===== src/rtl/axi_lite_master.sv =====
// AXI4-Lite master: turns one core request at a time into a single-beat AXI read or write.
// Every output comes straight from a flop, so no valid depends combinationally on a ready.
module axi_lite_master #(
    parameter int unsigned ADDR_W = 32,
    parameter int unsigned DATA_W = 32
) (
    input  logic                clk_i,
    input  logic                rst_i,
    input  logic                req_valid_i,
    output logic                req_ready_o,
    input  logic                req_wen_i,
    input  logic [ADDR_W-1:0]   req_addr_i,
    input  logic [DATA_W-1:0]   req_wdata_i,
    input  logic [DATA_W/8-1:0] req_wstrb_i,
    output logic                resp_valid_o,
    input  logic                resp_ready_i,
    output logic [DATA_W-1:0]   resp_rdata_o,
    output logic                resp_err_o,
    output logic                mst_ar_valid_o,
    output logic [ADDR_W-1:0]   mst_ar_addr_o,
    input  logic                mst_ar_ready_i,
    input  logic                mst_r_valid_i,
    input  logic [DATA_W-1:0]   mst_r_data_i,
    input  logic [1:0]          mst_r_resp_i,
    output logic                mst_r_ready_o,
    output logic                mst_aw_valid_o,
    output logic [ADDR_W-1:0]   mst_aw_addr_o,
    input  logic                mst_aw_ready_i,
    output logic                mst_w_valid_o,
    output logic [DATA_W-1:0]   mst_w_data_o,
    output logic [DATA_W/8-1:0] mst_w_strb_o,
    input  logic                mst_w_ready_i,
    input  logic                mst_b_valid_i,
    input  logic [1:0]          mst_b_resp_i,
    output logic                mst_b_ready_o
);
    localparam int unsigned STRB_W = DATA_W / 8;

    typedef enum logic [5:0] {
        IDLE     = 6'b000001,
        RD_ADDR  = 6'b000010,
        RD_DATA  = 6'b000100,
        WR_REQ   = 6'b001000,
        WR_RESP  = 6'b010000,
        CORE_RSP = 6'b100000
    } state_e;

    state_e              state_q, state_d;
    logic [ADDR_W-1:0]   addr_q, addr_d;
    logic [DATA_W-1:0]   wdata_q, wdata_d;
    logic [STRB_W-1:0]   wstrb_q, wstrb_d;
    logic [DATA_W-1:0]   rdata_q, rdata_d;
    logic [1:0]          resp_q, resp_d;
    logic                req_ready_q, req_ready_d;
    logic                ar_valid_q, ar_valid_d;
    logic                r_ready_q, r_ready_d;
    logic                aw_valid_q, aw_valid_d;
    logic                w_valid_q, w_valid_d;
    logic                b_ready_q, b_ready_d;
    logic                resp_valid_q, resp_valid_d;
    logic                resp_err_q, resp_err_d;

    logic req_hs, ar_hs, r_hs, b_hs, rsp_hs, aw_fin, w_fin;

    assign req_hs = req_valid_i & req_ready_q;
    assign ar_hs  = ar_valid_q & mst_ar_ready_i;
    assign r_hs   = mst_r_valid_i & r_ready_q;
    assign b_hs   = mst_b_valid_i & b_ready_q;
    assign rsp_hs = resp_valid_q & resp_ready_i;
    // A write channel is finished once its valid has dropped or it handshakes this cycle.
    assign aw_fin = ~aw_valid_q | mst_aw_ready_i;
    assign w_fin  = ~w_valid_q | mst_w_ready_i;

    // Next-state, capture registers and next values of the registered outputs.
    always_comb begin
        state_d = state_q;
        addr_d  = addr_q;
        wdata_d = wdata_q;
        wstrb_d = wstrb_q;
        rdata_d = rdata_q;
        resp_d  = resp_q;

        case (state_q)
            IDLE: begin
                if (req_hs) begin
                    addr_d  = req_addr_i;
                    wdata_d = req_wdata_i;
                    wstrb_d = req_wstrb_i;
                    state_d = req_wen_i ? WR_REQ : RD_ADDR;
                end
            end
            RD_ADDR: begin
                if (ar_hs) state_d = RD_DATA;
            end
            RD_DATA: begin
                if (r_hs) begin
                    rdata_d = mst_r_data_i;
                    resp_d  = mst_r_resp_i;
                    state_d = CORE_RSP;
                end
            end
            WR_REQ: begin
                if (aw_fin && w_fin) state_d = WR_RESP;
            end
            WR_RESP: begin
                if (b_hs) begin
                    rdata_d = '0;
                    resp_d  = mst_b_resp_i;
                    state_d = CORE_RSP;
                end
            end
            CORE_RSP: begin
                if (rsp_hs) state_d = IDLE;
            end
            default: state_d = IDLE;
        endcase

        req_ready_d  = (state_d == IDLE);
        ar_valid_d   = (state_d == RD_ADDR);
        r_ready_d    = (state_d == RD_DATA);
        b_ready_d    = (state_d == WR_RESP);
        resp_valid_d = (state_d == CORE_RSP);
        resp_err_d   = (state_d == CORE_RSP) && (resp_d != 2'b00);
        // Both write valids rise on entry; each then falls on its own handshake.
        aw_valid_d   = (state_d == WR_REQ) &&
                       ((state_q != WR_REQ) || (aw_valid_q && !mst_aw_ready_i));
        w_valid_d    = (state_d == WR_REQ) &&
                       ((state_q != WR_REQ) || (w_valid_q && !mst_w_ready_i));
    end

    always_ff @(posedge clk_i or negedge rst_i) begin
        if (!rst_i) begin
            state_q      <= IDLE;
            addr_q       <= '0;
            wdata_q      <= '0;
            wstrb_q      <= '0;
            rdata_q      <= '0;
            resp_q       <= 2'b00;
            req_ready_q  <= 1'b0;
            ar_valid_q   <= 1'b0;
            r_ready_q    <= 1'b0;
            aw_valid_q   <= 1'b0;
            w_valid_q    <= 1'b0;
            b_ready_q    <= 1'b0;
            resp_valid_q <= 1'b0;
            resp_err_q   <= 1'b0;
        end else begin
            state_q      <= state_d;
            addr_q       <= addr_d;
            wdata_q      <= wdata_d;
            wstrb_q      <= wstrb_d;
            rdata_q      <= rdata_d;
            resp_q       <= resp_d;
            req_ready_q  <= req_ready_d;
            ar_valid_q   <= ar_valid_d;
            r_ready_q    <= r_ready_d;
            aw_valid_q   <= aw_valid_d;
            w_valid_q    <= w_valid_d;
            b_ready_q    <= b_ready_d;
            resp_valid_q <= resp_valid_d;
            resp_err_q   <= resp_err_d;
        end
    end

    assign req_ready_o    = req_ready_q;
    assign resp_valid_o   = resp_valid_q;
    assign resp_rdata_o   = rdata_q;
    assign resp_err_o     = resp_err_q;
    assign mst_ar_valid_o = ar_valid_q;
    assign mst_ar_addr_o  = addr_q;
    assign mst_r_ready_o  = r_ready_q;
    assign mst_aw_valid_o = aw_valid_q;
    assign mst_aw_addr_o  = addr_q;
    assign mst_w_valid_o  = w_valid_q;
    assign mst_w_data_o   = wdata_q;
    assign mst_w_strb_o   = wstrb_q;
    assign mst_b_ready_o  = b_ready_q;

endmodule


===== config.mk =====
export PLATFORM = sky130hd
export DESIGN_NAME = axi_lite_master
export DESIGN_NICKNAME = d
export VERILOG_FILES = /design/src/rtl/axi_lite_master.sv
export SDC_FILE = /design/constraint.sdc
export NUM_CORES = 1
export LEC_CHECK = 0
export BUFFER_PORTS_ARGS = -buffer_cell sky130_fd_sc_hd__buf_2
export CAP_MARGIN = 30
export CORE_ASPECT_RATIO = 1.5
export CORE_MARGIN = 2
export CORE_UTILIZATION = 46
export CTS_CLUSTER_DIAMETER = 80
export DETAILED_ROUTE_END_ITERATION = 16
export GPL_TIMING_DRIVEN = 0
export PLACE_DENSITY = 0.79
export SYNTH_ARGS = -nofsm -noshare
export SYNTH_HDL_FRONTEND = slang
export SYNTH_SLANG_ARGS = --single-unit

===== constraint.sdc =====
create_clock -name clk_i -period 2.3 [get_ports clk_i]
set_input_delay 0.46 -clock clk_i [delete_from_list [all_inputs] [get_ports clk_i]]
set_output_delay 0.46 -clock clk_i [all_outputs]
set_load 0.02 [all_outputs]

==> impl_metrics.json <==
{
  "htree_levels": 4,
  "grt_pass1_vias": 4079,
  "path_class": "flip-flop to flip-flop",
  "die-area_sq_um": 11800,
  "dr_wl_met2_um": 6760,
  "max_cap_violations": 0,
  "cts.sinks": 116,
  "ant_nets": 0,
  "yosysWarnings": 0,
  "viasPerCell": 4.76,
  "cellPowerDensity_nw_per_um2": 1570,
  "slew_violations": 0,
  "max_slew.worst_pin.slew_ps": 727,
  "drive_above_1_share": 0.585,
  "end_kind": "flip-flop",
  "cp_cell_sequence": "clkbuf_1, or4_1, buf_2, nor2_4, buf_6, buf_12, mux2_1",
  "crit_slowest_cell": "or4_1",
  "num-fill-cells": 820,
  "route.detailed.drc": 0,
  "track_usage": 0.214,
  "fin_nets": 780,
  "skew_ps": 11.5,
  "yosys.cell_types.count": 41,
  "crit_path_start_kind": "flip-flop",
  "hold_class": "input pin to asynchronous set/reset pin",
  "vdd_drop_max_uv": 930,
  "drt-met1-wl_um": 4490,
  "dp.cells": 791,
  "crit_fanout": 10,
  "period_share": 0.942,
  "gp_congestion": 0.800,
  "ctsRootBufferMaster": "clkbuf_16",
  "grt_overflow": 0,
  "clkLatencyLatePin_ps": 400,
  "coreArea_sq_um": 10600,
  "area_growth_pct": 41.0,
  "port-buffer-count": 253,
  "rsz0062_at_grt": "false",
  "initial_core_util": 0.474,
  "antenna_cells": 0,
  "outcome": "complete, no violations",
  "ys_ff_latch": 116,
  "io_pins": 254,
  "cts-buffers-inserted": 17,
  "fin_util": 0.669,
  "via_count": 3918,
  "ys_seq_area_frac": 0.575,
  "wl_met3_um": 805,
  "r2r-start": "state_q[3]$_DFF_PN0_",
  "die_y_um": 132,
  "hold_viol_final": 0,
  "maxUsedRoutingLayer": "met4",
  "leakage_nw": 3.71,
  "grt_first_pass_wirelength_um": 19500,
  "design_power_total_mw": 11.2,
  "antenna_found_initial": 0,
  "required_ps": 2580,
  "cts_hold_buf": 0,
  "dpl.hpwl_um": 9670,
  "r2r_slack_ps": 130,
  "clockBufferDepth": 2,
  "die_x_um": 89.6,
  "first_iter_violations": 109,
  "relSlewSlack": 0.515,
  "wl_um": 12500,
  "cts-resized-gates": 0,
  "cts_setup_buffers": 0,
  "clk_pin_slew_worst_paths_ps": 60,
  "stdcell_count": 823,
  "period_minus_slack_ps": 2170,
  "fmax_mhz": 461,
  "crit_start": "state_q[3]$_DFF_PN0_",
  "syn_area_sq_um": 5050,
  "cts_tree": "built",
  "num_rows": 46,
  "syn_inst": 393,
  "grt_max_degree": 61,
  "arrival_ps": 2450,
  "wl_per_cell_um": 15.1,
  "setup_viol": 0,
  "synth_nets": 507,
  "dr.pass1.iters": 4,
  "setup_tns_ps": 0,
  "worst_path_largest_cell_delay_ps": 420,
  "syn_area_per_cell_sq_um": 12.8
}
-- cell usage after synthesis, drive strengths merged --
library cell / n / area share
buf: 45 / 0.079
o211ai: 1 / 0.0015
mux2i: 32 / 0.063
nor4: 2 / 0.0037
or2: 2 / 0.0025
o21bai: 2 / 0.0030
a41oi: 1 / 0.0017
nand3b: 2 / 0.0030
a21oi: 3 / 0.0030
dfstp: 1 / 0.0052
dfrtp: 115 / 0.57
and2: 1 / 0.0012
o31ai: 2 / 0.0030
a221oi: 1 / 0.0017
nand4: 1 / 0.0012
nor4b: 1 / 0.0030
a21o: 2 / 0.0030
mux2: 68 / 0.15
and4b: 1 / 0.0020
o21ai: 7 / 0.0069
and4: 1 / 0.0017
xor2: 2 / 0.0035
nand3: 3 / 0.0030
nor3b: 1 / 0.0015
clkbuf: 4 / 0.0030
o32a: 1 / 0.0020
nand2: 41 / 0.030
nand2b: 4 / 0.0050
o2bb2ai: 1 / 0.0017
nor3: 1 / 0.00099
inv: 33 / 0.025
nor2: 8 / 0.0074
nand4b: 2 / 0.0047
or4: 1 / 0.0015
-- placed cells by master (no fill, tap or decap), drive strengths merged, types with 3 or more instances in the layout --
master	Yosys	routed
a21oi	3	3
buf	45	299
clkbuf	4	22
clkinv	0	5
clkinvlp	0	5
dfrtp	115	115
inv	33	35
mux2	68	68
mux2i	32	32
nand2	41	41
nand2b	4	4
nand3	3	3
nor2	8	8
o21ai	7	7
-- sequential cells by signal (all words and copies together) (netlist names) --
signal / count
mst_ar_addr_o: 32
mst_w_data_o: 32
resp_rdata_o: 32
state_q: 6
mst_w_strb_o: 4
resp_q: 2
mst_ar_valid_o: 1
mst_aw_valid_o: 1
mst_b_ready_o: 1
mst_r_ready_o: 1
mst_w_valid_o: 1
req_ready_o: 1
resp_err_o: 1
resp_valid_o: 1
-- layer usage --
metal	vias up	track usage
met5	-	0
met3	35	0.0670
met1	1891	0.232
met2	157	0.368
li1	1835	-
met4	0	0.0995
-- final cells by class --
| type | instances | area, sq um | share of cell area |
|---|---|---|---|
| plain buffers | 49 | 412 | 0.0578 |
| flip-flops and latches | 116 | 2900 | 0.408 |
| clock buffers | 18 | 439 | 0.0617 |
| clock inverters | 14 | 155 | 0.0218 |
| well taps | 144 | 180 | 0.0253 |
| multi-input cells | 195 | 1610 | 0.226 |
| inverters | 33 | 124 | 0.0174 |
| repair buffers | 254 | 1300 | 0.182 |
-- cells by family (layout without fill, tap and decap cells) --
group | Yosys count | after routing | share of synthesized area
AND/OR/NAND/NOR | 72 | 72 | 0.0728
flip-flops | 116 | 116 | 0.575
buffers and inverters | 82 | 368 | 0.106
multiplexers | 100 | 100 | 0.215
XOR/XNOR | 2 | 2 | 0.00347
AO/OA/AOI/OAI | 21 | 21 | 0.0275
-- worst max-delay path: cells and delay by family, from the launching register on --
kind,cells,cell delay (ps)
AND/OR/NAND/NOR,2,630
flip-flops,1,370
buffers and inverters,4,720
multiplexers,1,330
-- stage by stage --
step	hold slack (ps)	cell area (sq um)	setup slack [ps]
global route	166	7120	0.439
global placement	462	6500	-525
CTS	134	7120	109
detailed placement	466	6530	129
floorplan	164	5050	332
finish	121	7120	133
-- power breakdown --
part / internal [mW] / total, mW / switching (mW)
sequential: 2.98 / 3.55 / 0.564
combinational: 2.20 / 5.06 / 2.86
clock: 1.63 / 2.60 / 0.968
-- worst paths after layout --
path	endpoint	cells after the start
max	mst_w_data_o[10]$_DFFE_PN0P_	7
min	resp_rdata_o[1]$_DFFE_PN0P_	1
max reg2reg	mst_w_data_o[10]$_DFFE_PN0P_	7
min reg2reg	resp_q[0]$_DFF_PN0_	1
max in group asynchronous	state_q[0]$_DFF_PN1_	2
min in group clk_i	mst_w_data_o[9]$_DFFE_PN0P_	2
No activity file was read; power rests on OpenSTA's default activity.
